**config.mk**
```make
export PLATFORM = sky130hd
export DESIGN_NAME = fpu_host_flat
export DESIGN_NICKNAME = d
export VERILOG_FILES = /design/src/rtl/fpu_host_if.sv /design/src/rtl/fpu_host.sv /design/src/flat_wrapper.sv
export SDC_FILE = /design/constraint.sdc
export NUM_CORES = 1
export LEC_CHECK = 0
export CORE_UTILIZATION = 43
export CTS_CLUSTER_DIAMETER = 100
export DETAILED_ROUTE_END_ITERATION = 16
export PLACE_DENSITY = 0.7
export SKIP_LAST_GASP = 1
export SYNTH_ARGS = -nofsm -noshare
export SYNTH_HDL_FRONTEND = slang
export SYNTH_SLANG_ARGS = --single-unit
```
**constraint.sdc**
```tcl
create_clock -name clk -period 4.9 [get_ports clk]
set_input_delay 0.98 -clock clk [delete_from_list [all_inputs] [get_ports clk]]
set_output_delay 0.98 -clock clk [all_outputs]
set_load 0.02 [all_outputs]
```
**src/rtl/fpu_host_if.sv**
```systemverilog
// Host-side request/response signals and the 8-bit FPU register bus of fpu_host.
// The slave modport is the fpu_host view. The master modport is the view of the environment around it.
interface fpu_host_if;
  logic        start;
  logic        op;
  logic [31:0] y_in;
  logic [31:0] x_in;
  logic        busy;
  logic        done;
  logic [31:0] result;
  logic        error;
  logic        fpu_sel;
  logic        fpu_read;
  logic        fpu_write;
  logic [1:0]  fpu_addr;
  logic [7:0]  fpu_wdata;
  logic [7:0]  fpu_rdata;

  modport master (
    output start, op, y_in, x_in, fpu_rdata,
    input  busy, done, result, error,
    input  fpu_sel, fpu_read, fpu_write, fpu_addr, fpu_wdata
  );

  modport slave (
    input  start, op, y_in, x_in, fpu_rdata,
    output busy, done, result, error,
    output fpu_sel, fpu_read, fpu_write, fpu_addr, fpu_wdata
  );
endinterface

```
**src/rtl/fpu_host.sv**
```systemverilog
// fpu_host: loads Y and X into an 8-bit bus FPU and issues divide or multiply. It then polls status and reads the 32-bit result.
// Optional poll timeout is enabled by defining FPU_HOST_TIMEOUT_EN.
module fpu_host #(
  parameter int SETTLE     = 2,
  parameter int POLL_LIMIT = 255
) (
  input  logic      clk,
  input  logic      reset,
  fpu_host_if.slave bus
);

  typedef enum logic [3:0] {
    S_IDLE,
    S_CMD_Y,
    S_VAL_Y,
    S_CMD_X,
    S_VAL_X,
    S_CMD_OP,
    S_SETTLE,
    S_POLL,
    S_READ,
    S_DONE
  } state_t;

  localparam logic [1:0] ADDR_STATUS = 2'b00;
  localparam logic [1:0] ADDR_RESULT = 2'b01;
  localparam logic [1:0] ADDR_CMD    = 2'b10;
  localparam logic [1:0] ADDR_VALUE  = 2'b11;

  localparam logic [7:0] CMD_LOAD_Y = 8'h01;
  localparam logic [7:0] CMD_LOAD_X = 8'h02;
  localparam logic [7:0] CMD_DIV    = 8'h03;
  localparam logic [7:0] CMD_MUL    = 8'h04;

  localparam int SCW = (SETTLE > 1) ? $clog2(SETTLE) : 1;

  if (SETTLE < 0) begin : g_bad_settle
    $error("fpu_host: SETTLE must be non-negative");
  end
  if (POLL_LIMIT < 1 || POLL_LIMIT > 255) begin : g_bad_poll_limit
    $error("fpu_host: POLL_LIMIT must be in 1..255");
  end

  state_t           state_q, state_d;
  logic             gap_q, gap_d;
  logic [1:0]       byte_cnt_q, byte_cnt_d;
  logic [SCW-1:0]   settle_cnt_q, settle_cnt_d;
  logic [31:0]      y_q, y_d;
  logic [31:0]      x_q, x_d;
  logic             op_q, op_d;
  logic [31:0]      acc_q, acc_d;
  logic [31:0]      result_q, result_d;
  logic             poll_busy_q, poll_busy_d;

`ifdef FPU_HOST_TIMEOUT_EN
  localparam logic [7:0] POLL_LIMIT_B = 8'(POLL_LIMIT);
  logic [7:0]       poll_cnt_q, poll_cnt_d;
  logic             error_q, error_d;
`endif

  // Operand bytes ordered for transmission: index 0 is the most significant byte.
  logic [7:0] y_bytes [4];
  logic [7:0] x_bytes [4];

  genvar gi;
  generate
    for (gi = 0; gi < 4; gi++) begin : g_bytes
      assign y_bytes[gi] = y_q[31 - 8*gi -: 8];
      assign x_bytes[gi] = x_q[31 - 8*gi -: 8];
    end
  endgenerate

  always_ff @(posedge clk or posedge reset) begin
    if (reset) begin
      state_q      <= S_IDLE;
      gap_q        <= 1'b0;
      byte_cnt_q   <= 2'd0;
      settle_cnt_q <= '0;
      y_q          <= 32'd0;
      x_q          <= 32'd0;
      op_q         <= 1'b0;
      acc_q        <= 32'd0;
      result_q     <= 32'd0;
      poll_busy_q  <= 1'b0;
    end else begin
      state_q      <= state_d;
      gap_q        <= gap_d;
      byte_cnt_q   <= byte_cnt_d;
      settle_cnt_q <= settle_cnt_d;
      y_q          <= y_d;
      x_q          <= x_d;
      op_q         <= op_d;
      acc_q        <= acc_d;
      result_q     <= result_d;
      poll_busy_q  <= poll_busy_d;
    end
  end

`ifdef FPU_HOST_TIMEOUT_EN
  always_ff @(posedge clk or posedge reset) begin
    if (reset) begin
      poll_cnt_q <= 8'd0;
      error_q    <= 1'b0;
    end else begin
      poll_cnt_q <= poll_cnt_d;
      error_q    <= error_d;
    end
  end
`endif

  // Next state. Every bus state alternates a strobe cycle (gap_q=0) with a gap cycle (gap_q=1).
  // Transitions out of a bus state happen only at the end of its gap cycle.
  always_comb begin
    state_d      = state_q;
    gap_d        = gap_q;
    byte_cnt_d   = byte_cnt_q;
    settle_cnt_d = settle_cnt_q;
    y_d          = y_q;
    x_d          = x_q;
    op_d         = op_q;
    acc_d        = acc_q;
    result_d     = result_q;
    poll_busy_d  = poll_busy_q;
`ifdef FPU_HOST_TIMEOUT_EN
    poll_cnt_d   = poll_cnt_q;
    error_d      = error_q;
`endif

    case (state_q)
      S_IDLE: begin
        gap_d = 1'b0;
        if (bus.start) begin
          y_d        = bus.y_in;
          x_d        = bus.x_in;
          op_d       = bus.op;
          byte_cnt_d = 2'd0;
          state_d    = S_CMD_Y;
`ifdef FPU_HOST_TIMEOUT_EN
          poll_cnt_d = 8'd0;
          error_d    = 1'b0;
`endif
        end
      end

      S_CMD_Y: begin
        gap_d = ~gap_q;
        if (gap_q) state_d = S_VAL_Y;
      end

      S_VAL_Y: begin
        gap_d = ~gap_q;
        if (gap_q) begin
          byte_cnt_d = byte_cnt_q + 2'd1;
          if (byte_cnt_q == 2'd3) state_d = S_CMD_X;
        end
      end

      S_CMD_X: begin
        gap_d = ~gap_q;
        if (gap_q) state_d = S_VAL_X;
      end

      S_VAL_X: begin
        gap_d = ~gap_q;
        if (gap_q) begin
          byte_cnt_d = byte_cnt_q + 2'd1;
          if (byte_cnt_q == 2'd3) state_d = S_CMD_OP;
        end
      end

      S_CMD_OP: begin
        gap_d = ~gap_q;
        if (gap_q) begin
          settle_cnt_d = '0;
          state_d      = (SETTLE == 0) ? S_POLL : S_SETTLE;
        end
      end

      S_SETTLE: begin
        if (settle_cnt_q == SCW'(SETTLE - 1)) state_d = S_POLL;
        else                                  settle_cnt_d = settle_cnt_q + 1'b1;
      end

      S_POLL: begin
        gap_d = ~gap_q;
        if (!gap_q) begin
          poll_busy_d = bus.fpu_rdata[7];
`ifdef FPU_HOST_TIMEOUT_EN
          poll_cnt_d  = poll_cnt_q + 8'd1;
`endif
        end else if (!poll_busy_q) begin
          byte_cnt_d = 2'd0;
          state_d    = S_READ;
        end
`ifdef FPU_HOST_TIMEOUT_EN
        // Give up once the limit of consecutive busy polls is reached; result keeps its old value.
        else if (poll_cnt_q == POLL_LIMIT_B) begin
          error_d = 1'b1;
          state_d = S_DONE;
        end
`endif
      end

      S_READ: begin
        gap_d = ~gap_q;
        if (!gap_q) begin
          acc_d = {acc_q[23:0], bus.fpu_rdata};
        end else begin
          byte_cnt_d = byte_cnt_q + 2'd1;
          if (byte_cnt_q == 2'd3) begin
            result_d = acc_q;
            state_d  = S_DONE;
          end
        end
      end

      S_DONE: begin
        gap_d   = 1'b0;
        state_d = S_IDLE;
      end

      default: begin
        gap_d   = 1'b0;
        state_d = S_IDLE;
      end
    endcase
  end

  // Bus strobes are decoded straight from registered state. An asynchronous reset therefore drops them at once.
  always_comb begin
    bus.fpu_sel   = 1'b0;
    bus.fpu_read  = 1'b0;
    bus.fpu_write = 1'b0;
    bus.fpu_addr  = 2'b00;
    bus.fpu_wdata = 8'h00;
    if (!gap_q) begin
      case (state_q)
        S_CMD_Y: begin
          bus.fpu_sel   = 1'b1;
          bus.fpu_write = 1'b1;
          bus.fpu_addr  = ADDR_CMD;
          bus.fpu_wdata = CMD_LOAD_Y;
        end
        S_VAL_Y: begin
          bus.fpu_sel   = 1'b1;
          bus.fpu_write = 1'b1;
          bus.fpu_addr  = ADDR_VALUE;
          bus.fpu_wdata = y_bytes[byte_cnt_q];
        end
        S_CMD_X: begin
          bus.fpu_sel   = 1'b1;
          bus.fpu_write = 1'b1;
          bus.fpu_addr  = ADDR_CMD;
          bus.fpu_wdata = CMD_LOAD_X;
        end
        S_VAL_X: begin
          bus.fpu_sel   = 1'b1;
          bus.fpu_write = 1'b1;
          bus.fpu_addr  = ADDR_VALUE;
          bus.fpu_wdata = x_bytes[byte_cnt_q];
        end
        S_CMD_OP: begin
          bus.fpu_sel   = 1'b1;
          bus.fpu_write = 1'b1;
          bus.fpu_addr  = ADDR_CMD;
          bus.fpu_wdata = op_q ? CMD_MUL : CMD_DIV;
        end
        S_POLL: begin
          bus.fpu_sel  = 1'b1;
          bus.fpu_read = 1'b1;
          bus.fpu_addr = ADDR_STATUS;
        end
        S_READ: begin
          bus.fpu_sel  = 1'b1;
          bus.fpu_read = 1'b1;
          bus.fpu_addr = ADDR_RESULT;
        end
        default: ;
      endcase
    end
  end

  assign bus.busy   = (state_q != S_IDLE);
  assign bus.done   = (state_q == S_DONE);
  assign bus.result = result_q;

`ifdef FPU_HOST_TIMEOUT_EN
  assign bus.error = error_q;
`else
  assign bus.error = 1'b0;
`endif

endmodule

```
**src/flat_wrapper.sv**
```systemverilog
// flat-port wrapper written by rule: the top's interface ports become plain ports
module fpu_host_flat 
#(
  parameter int SETTLE     = 2,
  parameter int POLL_LIMIT = 255
)
  (clk, reset, bus_start, bus_op, bus_y_in, bus_x_in, bus_fpu_rdata, bus_busy, bus_done, bus_result, bus_error, bus_fpu_sel, bus_fpu_read, bus_fpu_write, bus_fpu_addr, bus_fpu_wdata);
  fpu_host_if bus_i ();
  input  logic clk;
  input  logic reset;
  input wire logic [$bits(bus_i.start)-1:0] bus_start;
  input wire logic [$bits(bus_i.op)-1:0] bus_op;
  input wire logic [$bits(bus_i.y_in)-1:0] bus_y_in;
  input wire logic [$bits(bus_i.x_in)-1:0] bus_x_in;
  input wire logic [$bits(bus_i.fpu_rdata)-1:0] bus_fpu_rdata;
  output wire logic [$bits(bus_i.busy)-1:0] bus_busy;
  output wire logic [$bits(bus_i.done)-1:0] bus_done;
  output wire logic [$bits(bus_i.result)-1:0] bus_result;
  output wire logic [$bits(bus_i.error)-1:0] bus_error;
  output wire logic [$bits(bus_i.fpu_sel)-1:0] bus_fpu_sel;
  output wire logic [$bits(bus_i.fpu_read)-1:0] bus_fpu_read;
  output wire logic [$bits(bus_i.fpu_write)-1:0] bus_fpu_write;
  output wire logic [$bits(bus_i.fpu_addr)-1:0] bus_fpu_addr;
  output wire logic [$bits(bus_i.fpu_wdata)-1:0] bus_fpu_wdata;
  assign bus_i.start = bus_start;
  assign bus_i.op = bus_op;
  assign bus_i.y_in = bus_y_in;
  assign bus_i.x_in = bus_x_in;
  assign bus_i.fpu_rdata = bus_fpu_rdata;
  assign bus_busy = bus_i.busy;
  assign bus_done = bus_i.done;
  assign bus_result = bus_i.result;
  assign bus_error = bus_i.error;
  assign bus_fpu_sel = bus_i.fpu_sel;
  assign bus_fpu_read = bus_i.fpu_read;
  assign bus_fpu_write = bus_i.fpu_write;
  assign bus_fpu_addr = bus_i.fpu_addr;
  assign bus_fpu_wdata = bus_i.fpu_wdata;
  fpu_host #(.SETTLE(SETTLE), .POLL_LIMIT(POLL_LIMIT)) u_core (.clk(clk), .reset(reset), .bus(bus_i));
endmodule
```
## Word-level counts from Yosys, hierarchy flattened

Cells that the tools add are included.
Widths: inputs -> output; s select.

- Bitwise operators: 2
- Mux-type cells: 40
- Add/subtract/negate cells: 2
- Order comparisons: 1
- Eq/ne operators: 24
- Reduce and logical (&&, ||, !) cells: 17

Operator list:

| cell | count |
|---|---|
| $mux 4 | 13 |
| $mux 8 | 5 |
| $pmux 8 s5 | 1 |
| $pmux 4 s9 | 1 |
| $bmux 8 s2 | 2 |
| $ne 2x1->1 const B | 12 |
| $eq 4x3->1 const B | 4 |
| $reduce_and 13->1 | 1 |
| $pmux 2 s3 | 2 |
| $mux 2 | 5 |
| $eq 4x2->1 const B | 2 |
| $eq 4x4->1 const B | 2 |
| $mux 1 | 8 |
| $reduce_and 2->1 | 4 |
| $reduce_or 7->1 | 1 |
| $reduce_or 3->1 | 2 |
| $reduce_and 5->1 | 1 |
| $reduce_or 5->1 | 1 |
| $eq 4x1->1 const B | 1 |
| $logic_not 4->1 | 1 |
| $ne 2x2->1 const B | 2 |
| $pmux 1 s2 | 2 |
| $reduce_bool 4->1 | 1 |
| $reduce_or 2->1 | 2 |
| 10 further kinds | 10 |

- Register bits: 138
- Output and inout port bits: 48
- Word-level logic and storage cells: 96
- Input bits: 76

## Depth between registers and ports, before layout

Gate-level depths: netlist of the first run.

- Depth after elaboration: 6
- Gate-level depth with buffers: 6

## Worst setup path after synthesis of the first run

OpenSTA, ideal clock, no wires.

- Path type: reg-to-output
- Start point: register u_core.state_q[2]
- End point: output port bus_fpu_wdata[2]
- Path buffers: 1
- Arrival: 1.769 ns
- Setup slack: 2.151 ns
- Cell stages (with the launch flop): 6
- Data required time: 3.920 ns
- Cell sequence: dfrtp_1 > buf_2 > or4b_1 > o221ai_1 > o21ai_1 > a21oi_1

- Longest elaborated chain between the ends: 3
- Elaborated cells between the ends (all ways): 7
- Those cells by class: eq/ne (5); mux (2)

RTL lines:

| element | line | text |
|---|---|---|
| from (decl) | fpu_host.sv:44 | `state_t state_q, state_d;` |
| from (signal assigned) | fpu_host.sv:86 | `state_q <= state_d;` |
| $eq 4x3->1, or another cell as far along | fpu_host.sv:237 | `case (state_q)` |
| $pmux 8 s5 * | fpu_host.sv:237 |  |
| $mux 8 * | fpu_host.sv:236 | `if (!gap_q) begin` |
| to (decl) | flat_wrapper.sv:24 | `output wire logic [$bits(bus_i.fpu_wdata)-1:0] bus_fpu_wdata;` |

Every way passes the cells marked *; elsewhere a longest branch is shown, timed or not.

## Worst setup path after layout of the first run

- Start point: register u_core.state_q[3]
- End point: output port bus_fpu_sel

- Longest elaborated chain between the ends: 4
- Elaborated cells between the ends (all ways): 10
- Those cells by class: eq/ne (7); mux (2); reduce/logical (1)

RTL lines:

| element | line | text |
|---|---|---|
| $eq 4x1->1, or another cell as far along | fpu_host.sv:237 |  |
| $reduce_or 7->1 (no source line) * | - |  |
| $mux 1 * | fpu_host.sv:237 |  |
| $mux 1 * | fpu_host.sv:236 |  |
| to (decl) | flat_wrapper.sv:20 | `output wire logic [$bits(bus_i.fpu_sel)-1:0] bus_fpu_sel;` |

Marks and branches as above.

==> results.yml, run 1 <==
place:
  postPlaceCellArea_um2: 7667
  hpwl_mm: 9.212
  gp_congestion: 0.8303
  io_buffers: 122
  dp_cells: 698
sta:
  slew_headroom_pct: 44.90
  worst_pin_slew_ns: 0.8264
  slew_violations: 0
  period_minus_slack_ns: 4.049
  fin_tns_setup_ns: 0
  fmax_mhz: 247.0
  period_share_pct: 82.63
  setup_viol: 0
  hold_viol_final: 0
  clock_skew_ns: 0.004866
  rsz0062_at_grt: "no"
floorplan:
  core_area_um2: 14530
  initial_utilization_pct: 44.16
  die_h_um: 124.2
  num_rows: 44
  io_pins: 124
  die_w_um: 124.2
  die_area_um2: 15420
routing:
  wl_met1_mm: 5.658
  wl_per_cell_um: 18.26
  wl_met3_um: 933
  firstDrtPassIters: 4
  drt_iter0_markers: 193
  avgViaCountPerCell: 5.274
  dr_wl_met2_mm: 6.381
  vias: 3850
  highest_layer: "met4"
  drt-total-wl_mm: 13.33
  drc: 0
  ant_nets: 0
finish:
  insertedDiodeCount: 0
  stdcell_count: 730
  final_area_um2: 8387
  num-fill-cells: 1157
  nets: 610
  drive_above_1_share_pct: 34.98
  area_growth_pct: 30.66
worst_setup_path:
  cp-end-kind: "output port"
  path_class: "reg -> out"
  cp.arrival_ns: 3.07
  r2r_setup_slack_ns: 2.09
  r2r_end: "u_core.bus.result[1]"
  cp_max_fo: 27
  reg2reg_from: "u_core.state_q[3]"
  cp-startpoint: "u_core.state_q[3]"
  critPathCapture: "bus_fpu_sel"
  reg2reg_depth: 3
  startpoint_type: "flip-flop"
  worstPathRequired_ns: 3.92
clocking:
  cts_setup_buffers: 0
  ctsHoldBuffers: 0
  clkLatencyLatePin_ns: 0.42
  cts_root_buffer: "clkbuf_16"
  cts_max_path_buffers: 2
  cts_tree: "done"
  path_clk_slew_ns: 0.06
  cts_made_buffers: 17
  htree_levels: 4
  cts_resized: 0
  clock_sinks: 138
power_and_ir_drop:
  power_density_nw_per_um2: 579.6
  ir_drop_mv: 0.3392
  cellLeakagePower_nw: 3.643
flow_run:
  max_cap_viol_count: 0
global_route:
  grt_max_degree: 76
  grt_first_pass_wirelength_mm: 21.60
  grt_usage_pct: 18.95
  grt_pass1_vias: 4090
  gr-total-overflow: 0
  antenna_found_initial: 0
yosys:
  synth-warning-count: 0
  synth_top_area_share_pct: 53.80
  synth_top_cell_by_area: "dfrtp_1"
  avgSynthCellArea_um2: 15.39
  synth_area_um2: 6419
  synthTopCellsByCount: "dfrtp_1 (138), mux2_2 (70), mux2_4 (60)"
  ys_seq_area_share_pct: 53.80
  async_reset_ff_share_pct: 100.0
  synthesis.nets: 494
  synthMostInstantiatedCell: "dfrtp_1"
  syn_inst: 417
  synth_ff_type: "dfrtp_1"
  ys_seq_elements: 138
  synth_edf_count: 0
  synth.distinct_cells: 51
  synth.area.top_cells: "dfrtp_1 (54%), mux2_4 (14%), mux2_2 (12%)"
status:
  status: "complete, no violations"
min_path:
  hp-class: "reg -> reg"
[critical path, stage by stage, from the launching register on]
cell	delay (ns)
dfrtp_1	0.82
or4b_1	0.75
a21oi_1	0.33
or2_2	0.16
clkdlybuf4s50_1	0.58
[layer usage]
metal | track usage (%) | up-vias
met3 | 6.731 | 27
met4 | 8.631 | 0
met5 | 0 | -
li1 | - | 1745
met1 | 23.41 | 1942
met2 | 29.70 | 136
[flip-flops by register name, indices dropped and copies added, names as in the netlist]
register	flops
u_core.state_q	4
u_core.bus.result	32
u_core.op_q	1
u_core.acc_q	32
u_core.poll_busy_q	1
u_core.x_bytes	32
u_core.byte_cnt_q	2
u_core.settle_cnt_q	1
u_core.y_bytes	32
u_core.gap_q	1
[metrics by stage]
step           utilization, %  power, mW  hold slack, ns  setup WS [ns]
2_1_floorplan               -      2.880          0.4739         0.2238
3_3_place_gp            52.75      3.292          0.4848          1.401
3_5_place_dp            52.75      3.349          0.4903          1.327
4_1_cts                 57.70      4.909          0.5029         0.8678
5_1_grt                 57.70      5.132          0.5200         0.7346
6_report                57.70      4.861          0.5004         0.8512
[cell usage in the layout (no fill, tap or decap), types with 4 or more instances in the layout]
master and instances:
nor2_1 16, a22oi_1 5, mux2_2 70, clkdlybuf4s50_1 122, a21oi_1 8, mux2_4 60
o21ai_0 5, dfrtp_1 138, clkbuf_8 4, bufinv_16 7, inv_1 5, mux4_2 14
mux2i_1 4, buf_4 5, clkbuf_16 17
[worst min-delay path by stage]
stage / from / end / depth (start not counted)
after floorplan: u_core.x_bytes[11] / u_core.x_bytes[11] / 1
after global placement: u_core.y_bytes[6] / u_core.y_bytes[6] / 1
after detailed placement: u_core.x_bytes[3] / u_core.x_bytes[3] / 1
after CTS: u_core.x_bytes[3] / u_core.x_bytes[3] / 1
after global routing: u_core.bus.result[28] / u_core.bus.result[28] / 1
final: u_core.y_bytes[8] / u_core.y_bytes[8] / 1
[cell families after synthesis]
kind of cell / count (synthesis) / synth area share [%]
other: 1 / 0.05842
buffers and inverters: 36 / 4.249
multiplexers: 151 / 32.38
flip-flops: 138 / 53.80
AO/OA/AOI/OAI: 40 / 4.386
adder cells (fa/ha/maj): 1 / 0.1949
XOR/XNOR: 2 / 0.2730
AND/OR/NAND/NOR: 48 / 4.659
[report_power, final]
part / internal, mW / switching, mW
Combinational: 0.872 / 0.599
Clock: 1.06 / 0.473
Sequential: 1.49 / 0.367
[final cells by class]
class / count / area (um^2) / area share, %
sequential: 138 / 3453 / 41.18
clock buffer: 22 / 484.2 / 5.774
inverter: 6 / 27.53 / 0.3282
timing repair buffer: 127 / 1259 / 15.01
clock inverter: 10 / 235.2 / 2.805
multi-input combinational: 243 / 2698 / 32.16
tap: 184 / 230.2 / 2.745
Power figures use the tool's default switching activity.
==> inputs of run 2 (changes only) <==
PLACE_DENSITY = 0.67   (was 0.7)
clock period = 3.8 ns   (was 4.9 ns; I/O delays follow)
==> run 2 against run 1 <==
Net effect: combinational power up 38%; utilization is 0.22 points lower; worst hold slack improved by 0.0027 ns; routed wire length decreased by 0.40%; clock power up 9.7%; register-to-register slack lost 0.86 ns; non-clock buffer count grew 4; power grew 24%; via count is 0.23% lower; cell count up 0.55%; critical path type unchanged; highest routed layer unchanged.
==> results.yml, run 2 (synthesized netlist as in run 1, its figures left out) <==
routing:
  drt_iter0_markers: 163
  wl_per_cell_um: 18.08
  drt-total-wl_mm: 13.27
  vias: 3841
  firstDrtPassIters: 4
  avgViaCountPerCell: 5.233
  drc: 0
  ant_nets: 0
power_and_ir_drop:
  combPwrFrac_pct: 33.7
  switchingPower_mw: 1.871
  ir_drop_mv: 0.3995
  cellLeakagePower_nw: 3.614
  switching_share_pct: 31.05
  power.share.clock_pct: 28.0
  seqPwrFrac_pct: 38.4
  internal_power_mw: 4.157
  power_density_nw_per_um2: 721.6
clocking:
  clkLatencyLatePin_ns: 0.41
  cts_setup_buffers: 0
  htree_levels: 4
  cts_tree: "done"
  path_clk_slew_ns: 0.06
  cts_root_buffer: "clkbuf_16"
  cts_made_buffers: 17
  clock_sinks: 138
  cts_max_path_buffers: 2
place:
  postPlaceCellArea_um2: 7734
  gp_congestion: 0.8568
  hpwl_mm: 9.293
  dp_cells: 702
  io_buffers: 122
finish:
  area_growth_pct: 30.16
  seqCellArea_um2: 3455
  nets: 614
  drive_above_1_share_pct: 35.82
  final_cell_mix: "dfrtp_1 (137), clkdlybuf4s50_1 (122), mux2_2 (70), mux2_4 (60), clkbuf_16 (17)"
  final_util_pct: 57.48
  num-fill-cells: 1123
  final_area_um2: 8354
  layout_commonest_cell: "dfrtp_1"
  multi_input_area_um2: 2698
  insertedDiodeCount: 0
  stdcell_count: 734
worst_setup_path:
  cp_max_fo: 23
  reg2reg_depth: 4
  critPathSlowestCell: "or4b_1"
  r2r_setup_slack_ns: 1.23
  reg2reg_from: "u_core.state_q[0]"
  startpoint_type: "flip-flop"
  cp-end-kind: "output port"
  cp.arrival_ns: 2.80
  r2r_end: "u_core.bus.result[1]"
  slowest_delay_ns: 0.67
  path_class: "reg -> out"
  worstPathCellList: "or4b_1 -> o221ai_1 -> o21ai_1 -> a21oi_1 -> clkdlybuf4s50_1"
  worstPathRequired_ns: 3.04
floorplan:
  die_area_um2: 15420
  core_area_um2: 14530
  initial_utilization_pct: 44.16
  die_w_um: 124.2
  num_rows: 44
  die_h_um: 124.2
  io_pins: 124
sta:
  clock_skew_ns: 0.007763
  slew_violations: 0
  fmax_mhz: 280.5
  period_share_pct: 93.81
  rsz0062_at_grt: "no"
  setup_viol: 0
  hold_viol_final: 0
  worst_pin_slew_ns: 0.7817
  fin_tns_setup_ns: 0
  period_minus_slack_ns: 3.565
  slew_headroom_pct: 47.89
  whs_ns: 0.5032
global_route:
  grt_usage_pct: 18.34
  grt_pass1_vias: 3929
  grt_first_pass_wirelength_mm: 20.69
  antenna_found_initial: 0
  gr-total-overflow: 0
  grt_max_degree: 139
min_path:
  min_to: "u_core.y_bytes[26]"
  min_from: "u_core.y_bytes[26]"
  holdPathStages: 1
  hp-class: "reg -> reg"
flow_run:
  max_cap_viol_count: 0
status:
  status: "complete, no violations"
run 2: timing repair:
item                       CTS  global route
hold buffers                 0             0
resized for setup            0             1
setup endpoints to repair    0             4
run 2: how the worst max path moves through the flow:
stage	start	end	slack [ns]	cells after the start
floorplan	u_core.state_q[2]	bus_fpu_wdata[2]	1.27	5
global placement	u_core.state_q[2]	bus_fpu_wdata[6]	0.64	5
detailed placement	u_core.state_q[2]	bus_fpu_wdata[6]	0.63	5
CTS	u_core.state_q[2]	bus_fpu_wdata[6]	0.16	5
global route	u_core.state_q[0]	bus_fpu_wdata[2]	0.1	5
finish	u_core.state_q[0]	bus_fpu_wdata[2]	0.24	5
run 2: power groups by stage:
| stage | sequential (mW) | clock (mW) | combinational, mW |
|---|---|---|---|
| finish | 2.31 | 1.69 | 2.03 |
| global route | 2.37 | 1.79 | 2.19 |
| CTS | 2.31 | 1.73 | 2.05 |
| detailed placement | 2.34 | 0 | 2.04 |
| global placement | 2.32 | 0 | 1.99 |
| floorplan | 2.11 | 0 | 1.60 |
run 2: stage by stage:
stage / power (mW) / setup slack (ns)
after floorplan: 3.714 / 1.271
after global placement: 4.308 / 0.6410
after detailed placement: 4.372 / 0.6328
after CTS: 6.091 / 0.1579
after global routing: 6.358 / 0.09878
final: 6.028 / 0.2353
run 2: worst max-delay path, delay by kind of cell, from the launching register on:
kind	cells	cell delay, ns
compound gates	3	0.48
buf+inv	1	0.62
flops	1	0.61
simple gates	1	0.67
run 2: area by class of cell:
type | count | share of cell area (%)
clock inverter | 9 | 1.333
inverter | 6 | 0.3145
timing repair buffer | 131 | 15.88
tap | 184 | 2.756
multi-input combinational | 243 | 32.29
sequential | 138 | 41.35
clock buffer | 23 | 6.081
run 2: layer usage:
metal / track usage, % / routed length (um) / up-vias
li1: - / - / 1761
met1: 22.79 / 5679 / 1940
met2: 28.97 / 6489 / 129
met3: 6.914 / 892 / 11
met4: 6.845 / 213 / 0
met5: 0 / 0 / -
